[config.mk]
export PLATFORM = sky130hd
export DESIGN_NAME = spi_tx_frame_ctrl
export DESIGN_NICKNAME = d
export VERILOG_FILES = /design/src/rtl/spi_tx_frame_ctrl.sv
export SDC_FILE = /design/constraint.sdc
export NUM_CORES = 1
export LEC_CHECK = 0
export ABC_AREA = 0
export BUFFER_PORTS_ARGS = -buffer_cell sky130_fd_sc_hd__buf_4
export CAP_MARGIN = 15
export CELL_PAD_IN_SITES_DETAIL_PLACEMENT = 0
export CELL_PAD_IN_SITES_GLOBAL_PLACEMENT = 1
export CORE_MARGIN = 8
export CORE_UTILIZATION = 36
export DETAILED_ROUTE_END_ITERATION = 7
export GPL_TIMING_DRIVEN = 1
export PLACE_DENSITY = 0.91
export SETUP_SLACK_MARGIN = 0.05
export SLEW_MARGIN = 25
export SYNTH_ARGS = -nofsm -noshare
export SYNTH_HDL_FRONTEND = slang
export SYNTH_SLANG_ARGS = --single-unit
[constraint.sdc]
create_clock -name clk -period 2.57 [get_ports clk]
set_input_delay 0.3855 -clock clk [delete_from_list [all_inputs] [get_ports clk]]
set_output_delay 0.3855 -clock clk [all_outputs]
set_load 0.05 [all_outputs]
[src/rtl/spi_tx_frame_ctrl.sv]
// spi_tx_frame_ctrl: frame sequencer feeding an SPI transmit shifter.
// Accepts a frame command, pulls payload words through a one-word staging
// register and presents load enable, data, word length and CRC select to the
// shifter in each word-load slot. An optional CRC slot follows the payload.
// A drain slot then lets the last word finish before completion is reported.
//
// Ports:
//   clk, rst              clock, synchronous active-high reset
//   cmd_valid/cmd_ready   frame command handshake (cmd_words, cmd_len, cmd_crc_en)
//   wr_valid/wr_ready     payload word handshake (wr_data)
//   abort                 terminate the current frame
//   load_slot             shifter word-boundary strobe
//   txe, tx_data, tx_len, tx_cnt_max   shifter load interface (txe active low)
//   crc_clr               one-cycle CRC clear after command accept
//   busy, frame_done, frame_aborted, underrun, words_sent   status
module spi_tx_frame_ctrl #(
  parameter int unsigned WCNT_W  = 8,
  parameter int unsigned MIN_LEN = 8
) (
  input  logic              clk,
  input  logic              rst,
  input  logic              cmd_valid,
  output logic              cmd_ready,
  input  logic [WCNT_W-1:0] cmd_words,
  input  logic [4:0]        cmd_len,
  input  logic              cmd_crc_en,
  input  logic              wr_valid,
  output logic              wr_ready,
  input  logic [31:0]       wr_data,
  input  logic              abort,
  input  logic              load_slot,
  output logic              txe,
  output logic [31:0]       tx_data,
  output logic [4:0]        tx_len,
  output logic              tx_cnt_max,
  output logic              crc_clr,
  output logic              busy,
  output logic              frame_done,
  output logic              frame_aborted,
  output logic              underrun,
  output logic [WCNT_W:0]   words_sent
);

  localparam int unsigned CW = WCNT_W + 1;
  localparam logic [4:0] MinLen = 5'(MIN_LEN);
  localparam logic [CW-1:0] FullCnt = {1'b1, {WCNT_W{1'b0}}};

  typedef enum logic [1:0] {StIdle, StData, StCrc, StDrain} state_e;

  state_e        state_q, state_d;
  logic [31:0]   stage_q, stage_d;
  logic          stage_full_q, stage_full_d;
  logic [CW-1:0] remaining_q, remaining_d;
  logic [CW-1:0] words_sent_q, words_sent_d;
  logic [4:0]    len_q, len_d;
  logic          crc_en_q, crc_en_d;
  logic          aborted_q, aborted_d;
  logic          underrun_q, underrun_d;
  logic          crc_clr_q, crc_clr_d;

  logic cmd_fire, consume, fetch_more, wr_fire, in_data;

  always_comb begin
    in_data    = (state_q == StData);
    cmd_fire   = (state_q == StIdle) & cmd_valid & ~rst;
    consume    = in_data & load_slot & stage_full_q & ~abort;
    // Words still to fetch = remaining minus the one already staged.
    fetch_more = remaining_q > CW'(stage_full_q);
    wr_ready   = in_data & ~abort & ~rst & (~stage_full_q | consume) & fetch_more;
    wr_fire    = wr_valid & wr_ready;
    cmd_ready  = (state_q == StIdle) & ~rst;
    frame_done    = (state_q == StDrain) & load_slot & ~rst;
    frame_aborted = frame_done & (aborted_q | abort);
  end

  always_comb begin
    state_d      = state_q;
    stage_d      = stage_q;
    stage_full_d = stage_full_q;
    remaining_d  = remaining_q;
    words_sent_d = words_sent_q;
    len_d        = len_q;
    crc_en_d     = crc_en_q;
    aborted_d    = aborted_q;
    underrun_d   = underrun_q;
    crc_clr_d    = 1'b0;
    unique case (state_q)
      StIdle: begin
        if (cmd_fire) begin
          remaining_d  = (cmd_words == '0) ? FullCnt : {1'b0, cmd_words};
          len_d        = (cmd_len < MinLen) ? MinLen : cmd_len;
          crc_en_d     = cmd_crc_en;
          words_sent_d = '0;
          underrun_d   = 1'b0;
          aborted_d    = 1'b0;
          stage_full_d = 1'b0;
          crc_clr_d    = 1'b1;
          state_d      = StData;
        end
      end
      StData: begin
        if (abort) begin
          // Abort wins over a coincident slot: the staged word is dropped uncounted.
          stage_full_d = 1'b0;
          aborted_d    = 1'b1;
          state_d      = StDrain;
        end else begin
          if (load_slot) begin
            if (stage_full_q) begin
              remaining_d  = remaining_q - CW'(1);
              words_sent_d = words_sent_q + CW'(1);
              if (remaining_q == CW'(1)) state_d = crc_en_q ? StCrc : StDrain;
            end else begin
              underrun_d = 1'b1;
            end
          end
          stage_full_d = (stage_full_q & ~consume) | wr_fire;
          if (wr_fire) stage_d = wr_data;
        end
      end
      StCrc: begin
        if (abort) begin
          aborted_d = 1'b1;
          state_d   = StDrain;
        end else if (load_slot) begin
          state_d = StDrain;
        end
      end
      StDrain: begin
        if (abort) aborted_d = 1'b1;
        if (load_slot) state_d = StIdle;
      end
      default: state_d = StIdle;
    endcase
  end

  always_ff @(posedge clk) begin
    if (rst) begin
      state_q      <= StIdle;
      stage_q      <= '0;
      stage_full_q <= 1'b0;
      remaining_q  <= '0;
      words_sent_q <= '0;
      len_q        <= MinLen;
      crc_en_q     <= 1'b0;
      aborted_q    <= 1'b0;
      underrun_q   <= 1'b0;
      crc_clr_q    <= 1'b0;
    end else begin
      state_q      <= state_d;
      stage_q      <= stage_d;
      stage_full_q <= stage_full_d;
      remaining_q  <= remaining_d;
      words_sent_q <= words_sent_d;
      len_q        <= len_d;
      crc_en_q     <= crc_en_d;
      aborted_q    <= aborted_d;
      underrun_q   <= underrun_d;
      crc_clr_q    <= crc_clr_d;
    end
  end

  // Shifter-facing outputs come from registered state only.
  always_comb begin
    txe        = in_data ? ~stage_full_q : 1'b1;
    tx_data    = (in_data & stage_full_q) ? stage_q : 32'h0;
    tx_len     = len_q;
    tx_cnt_max = (state_q == StCrc);
    crc_clr    = crc_clr_q;
    busy       = (state_q != StIdle);
    underrun   = underrun_q;
    words_sent = words_sent_q;
  end

endmodule

# Word level (Yosys, flattened, before mapping)
# Index checks and enable logic that the tools add are counted.
word_totals:
  latchBits: 0
  romBits: 0
  ram_bits: 0
  register_bits: 62
  inputBits: 52
  elab_cells: 100
  memories: 0
classes:
  multipliers: 0
  magnitude_cmp: 2
  shifts: 0
  muxes: 34
  n_bitwise: 24
  reduce_logical: 13
  n_addsub: 2
  n_div: 0
  n_eq_ne: 15
op_table:
  columns: ["operator", "n"]
  rows:
  - ["9-bit two-way mux", 9]
  - ["9-bit case mux with 2 select lines", 2]
  - ["32-bit two-way mux", 1]
  - ["1-bit AND", 16]
  - ["2-bit two-way mux", 8]
  - ["2-bit != test (second input constant)", 6]
  - ["5-bit AND reduction", 2]
  - ["9-bit by 1-bit adder with 9-bit output (second input constant)", 1]
  - ["9-bit by 1-bit == test with 1-bit output (second input constant)", 1]
  - ["9-bit by 1-bit > comparator with 1-bit output", 1]
  - ["1-bit two-way mux", 9]
  - ["3-bit != test (second input constant)", 3]
  - ["9-bit by 1-bit subtractor with 9-bit output (second input constant)", 1]
  - ["8-bit zero test", 1]
  - ["2-bit case mux with 4 select lines", 1]
  - ["1-bit case mux with 2 select lines", 3]
  - ["2-bit AND reduction", 3]
  - ["6-bit AND reduction", 1]
  - ["5-bit by 4-bit less-than comparator with 1-bit output (second input constant)", 1]
  - ["5-bit two-way mux", 1]
  - ["1-bit NOT", 5]
  - ["2-bit == test (second input constant)", 2]
  - ["2-bit nonzero test", 2]
  - ["3-bit by 2-bit != test with 1-bit output (second input constant)", 1]
  - ["7 further kinds", 9]

# Logic depth before layout (Yosys ltp)
depth:
  ltp_word: 11
  depth_mapped: 8
  depth_no_buf: 6

# Least setup slack after synthesis
# No wires, ideal clock.
synth_path:
  kind: "reg-to-output"
  start: "register remaining_q[0]"
  end: "output port wr_ready"
  path_stages_with_launch: 6
  required_ps: 2184
  path_buffers: 1
  path_slack_ps: 364
  t_arrival_ps: 1820
  cell_sequence: "dfxtp_1 > inv_1 > ha_1 > o2111a_1 > buf_2 > nor2_1"
synth_via:
  elab_chain_cells: 2
synth_rtl:
  columns: ["item", "line_no", "text"]
  rows:
  - ["start, declared", "53", "logic [CW-1:0] remaining_q, remaining_d;"]
  - ["start signal, assigned", "153", "remaining_q <= remaining_d;"]
  - ["9-bit by 1-bit > comparator with 1-bit output", "68", "fetch_more = remaining_q > CW'(stage_full_q);"]
  - ["1-bit AND", "69", "wr_ready = in_data & ~abort & ~rst & (~stage_full_q | consume) & fetch_more;"]
  - ["end, declared", "28", "output logic wr_ready,"]
# Every way passes these cells.

# Worst setup path in the final report
layout_path:
  start: "register state_q[1]"
  end: "output port wr_ready"
layout_via:
  elab_chain_cells: 7
  elab_cells_between_ends: 9
layout_rtl:
  columns: ["item", "line_no", "text"]
  rows:
  - ["start, declared", "50", "state_e state_q, state_d;"]
  - ["start signal, assigned", "139", "state_q <= StIdle;"]
  - ["start signal, assigned", "150", "state_q <= state_d;"]
  - ["2-bit by 1-bit == test with 1-bit output *", "64", "in_data = (state_q == StData);"]
  - ["via in_data", "61", "logic cmd_fire, consume, fetch_more, wr_fire, in_data;"]
  - ["1-bit AND (3 in a row)", "66", "consume = in_data & load_slot & stage_full_q & ~abort;"]
  - ["1-bit bitwise OR", "69", null]
  - ["1-bit AND * (2 in a row)", "69", null]
# The timed path passes the listed nets; every way through them passes the cells marked *.

==> impl_metrics.tcl <==
set metrics [dict create \
    wl_um 9951 \
    worst_slew_pin_slew_ns 0.6931 \
    fin_crit_ns 2.330 \
    worstHoldPathType "input pin to flip-flop" \
    tns_ns 0 \
    clk_path_buf_depth 2 \
    final_nets 560 \
    dieArea_mm2 0.01215 \
    start_kind "flip-flop" \
    cp_cell_sequence "inv_1 > ha_4 > buf_12 > and2b_1 > nand3_1 > nor2_1 > buf_4" \
    vias 3379 \
    worstPathRequired_ns 2.18 \
    status "finished clean" \
    clock_sinks 62 \
    core_area_mm2 0.008678 \
    postLayoutCellArea_mm2 0.004282 \
    place_congestion 0.8647 \
    grt_pass1_wl_um 15910 \
    ys_seq_area_share_pct 38.83 \
    grt_max_degree 50 \
    crit_fanout 25 \
    num_antenna_cells 0 \
    synth_top_area_cell "dfxtp_1" \
    dieWidth_um 110.2 \
    drv_slew 0 \
    gr-total-overflow 0 \
    fmax_mhz 429.1 \
    drc 0 \
    area_growth_pct 33.93 \
    cap_viol_max_count 0 \
    root_buffer "clkbuf_8" \
    io_pins 107 \
    place.port_buffers 106 \
    syn_area_mm2 0.003197 \
    rsz0062_at_grt "false" \
    slowest_delay_ns 0.35 \
    antenna_found_initial 0 \
    drive_gt1_share_pct 28.17 \
    p_leak_nw 1.849 \
    finalCritPeriodShare_pct 90.67 \
    synth_top_area_share_pct 38.83 \
    ys_async_sr_fraction_pct 0 \
    critPathSlowestCell "dfxtp_1" \
    arrival_ns 1.94 \
    setup_ws_ns 0.2397 \
    cts_tree "built" \
    setup-violations-final 0 \
    ys_warn_count 0 \
    start_util_pct 36.84 \
    cts_buffers 9 \
    ir_drop_mv 0.4409 \
    routedWlPerCell_um 16.26 \
    hold_viol 0 \
    first_global_vias 3308 \
    cts_setup_buffers 0 \
    synth_ff_type "dfxtp_1" \
    final_antenna_net_count 0 \
    clock_skew_ns 0.01217 \
    insertion_delay_ns 0.35 \
    synth_cells 405 \
    crit_type "flip-flop to output pin" \
    die_height_um 110.2 \
    yosys.cell_types.count 47 \
    synth_edf_count 0 \
    track_usage_pct 16.22 \
    via_per_inst 5.521 \
    power_density_mw_per_mm2 934.2 \
    syn_area_per_cell_um2 7.893 \
    slew_headroom_pct 53.37 \
    post-place-ws_ns 0.4464 \
    postPlaceCellArea_mm2 0.004076 \
    p_total_mw 4.000 \
    drt-initial-drc-count 231 \
    synth-seq-cells 62 \
    clk_pin_slew_ns 0.07 \
    drt_pre_antenna_iters 4 \
    end_kind "output pin" \
    synth.top_cells.by_area "dfxtp_1, a21oi_1, and3_1" \
    place_hpwl_um 6777 \
    row_count 34 \
    synth_nets 466 \
    h-tree-depth 3 \
]
power by group:
group | switching (mW) | leakage [nW] | internal [mW]
logic | 1.35 | 1.26 | 0.693
clock network | 0.388 | 0.0861 | 0.372
registers | 0.119 | 0.502 | 1.07
total | 1.86 | 1.85 | 2.14
repair_timing:
action / CTS / global route
hold endpoints to repair: 0 / 0
hold buffers: 0 / 0
endpoints found under the setup margin: 0 / 1
gates resized for setup: 0 / 2
metrics by stage:
| step | std cells | hold slack [ns] | utilization, % |
|---|---|---|---|
| 3_3_place_gp | 595 | 0.4412 | 46.97 |
| 2_1_floorplan | 405 | 0.4344 | - |
| 3_5_place_dp | 595 | 0.4531 | 46.97 |
| 6_report | 612 | 0.2345 | 49.34 |
| 5_1_grt | 612 | 0.2333 | 49.34 |
| 4_1_cts | 611 | 0.2314 | 48.90 |
kinds of logic after synthesis:
| family | synth area share (%) |
|---|---|
| flops | 38.83 |
| mux | 0.7045 |
| simple gates | 26.89 |
| compound gates | 23.84 |
| xor+xnor | 0.2740 |
| fa+ha+maj | 3.523 |
| buf+inv | 5.949 |
path summary, 6_finish.rpt:
| path | startpoint | endpoint | slack [ns] | cells past startpoint |
|---|---|---|---|---|
| max | state_q[1]$_SDFFE_PP0P_ | wr_ready | 0.24 | 7 |
| min | cmd_crc_en | crc_en_q$_SDFFE_PP0P_ | 0.23 | 3 |
| max reg2reg | state_q[0]$_SDFFE_PP0P_ | words_sent[6]$_SDFFE_PP0P_ | 0.41 | 6 |
| min reg2reg | tx_len[1]$_SDFFE_PP0P_ | tx_len[1]$_SDFFE_PP0P_ | 0.46 | 2 |
cells in the mapped netlist (4+ instances only):
cell and instances:
clkbuf_1 20, and3_1 36, o21ai_1 4, buf_2 14, a21oi_1 60, dfxtp_1 62, a211oi_1 5, nand3_1 42
nor2_1 12, nor3_1 6, o21ai_0 44, or3_1 6, inv_1 12, ha_1 9, nand2b_1 5, nand2_1 24
critical path, delay by kind of cell (launching register included):
kind                       cells  cell delay [ns]
buffers and inverters          3             0.54
DFF                            1             0.35
adders and majority gates      1             0.22
and+or+nand+nor                3             0.49
sequential cells by signal, summed over array words and instances (netlist names):
name          count
underrun          1
tx_len            5
stage_q          32
aborted_q         1
crc_clr           1
state_q           2
remaining_q       9
crc_en_q          1
words_sent        9
stage_full_q      1
metal layers:
layer  track usage (%)  wire, um
met5                 0         0
met2             24.53      4626
met4             6.660       133
met3             4.767       704
met1             21.13      4486
placed cells by master, fill, tap and decap left out, types with 3 or more instances in the layout:
master / n
and3_1: 36
buf_4: 115
inv_1: 12
a211oi_1: 5
nand2_1: 24
o21ai_0: 44
clkinv_2: 3
nand4_1: 3
o21ai_1: 4
ha_1: 8
nor3_1: 6
o31ai_1: 3
a21oi_1: 60
or3_1: 6
nand2b_1: 5
nand3_1: 42
dfxtp_1: 62
nor2_1: 12
clkbuf_8: 10
cell type report:
type,count,area [um2]
inverter,12,45.04
tap,108,135.1
clock buffer,12,145.1
fill,857,4397
sequential,62,1241
timing repair buffer,117,908.4
clock inverter,4,22.52
multi-input combinational,297,1784
No activity file was read; power rests on OpenSTA's default activity.
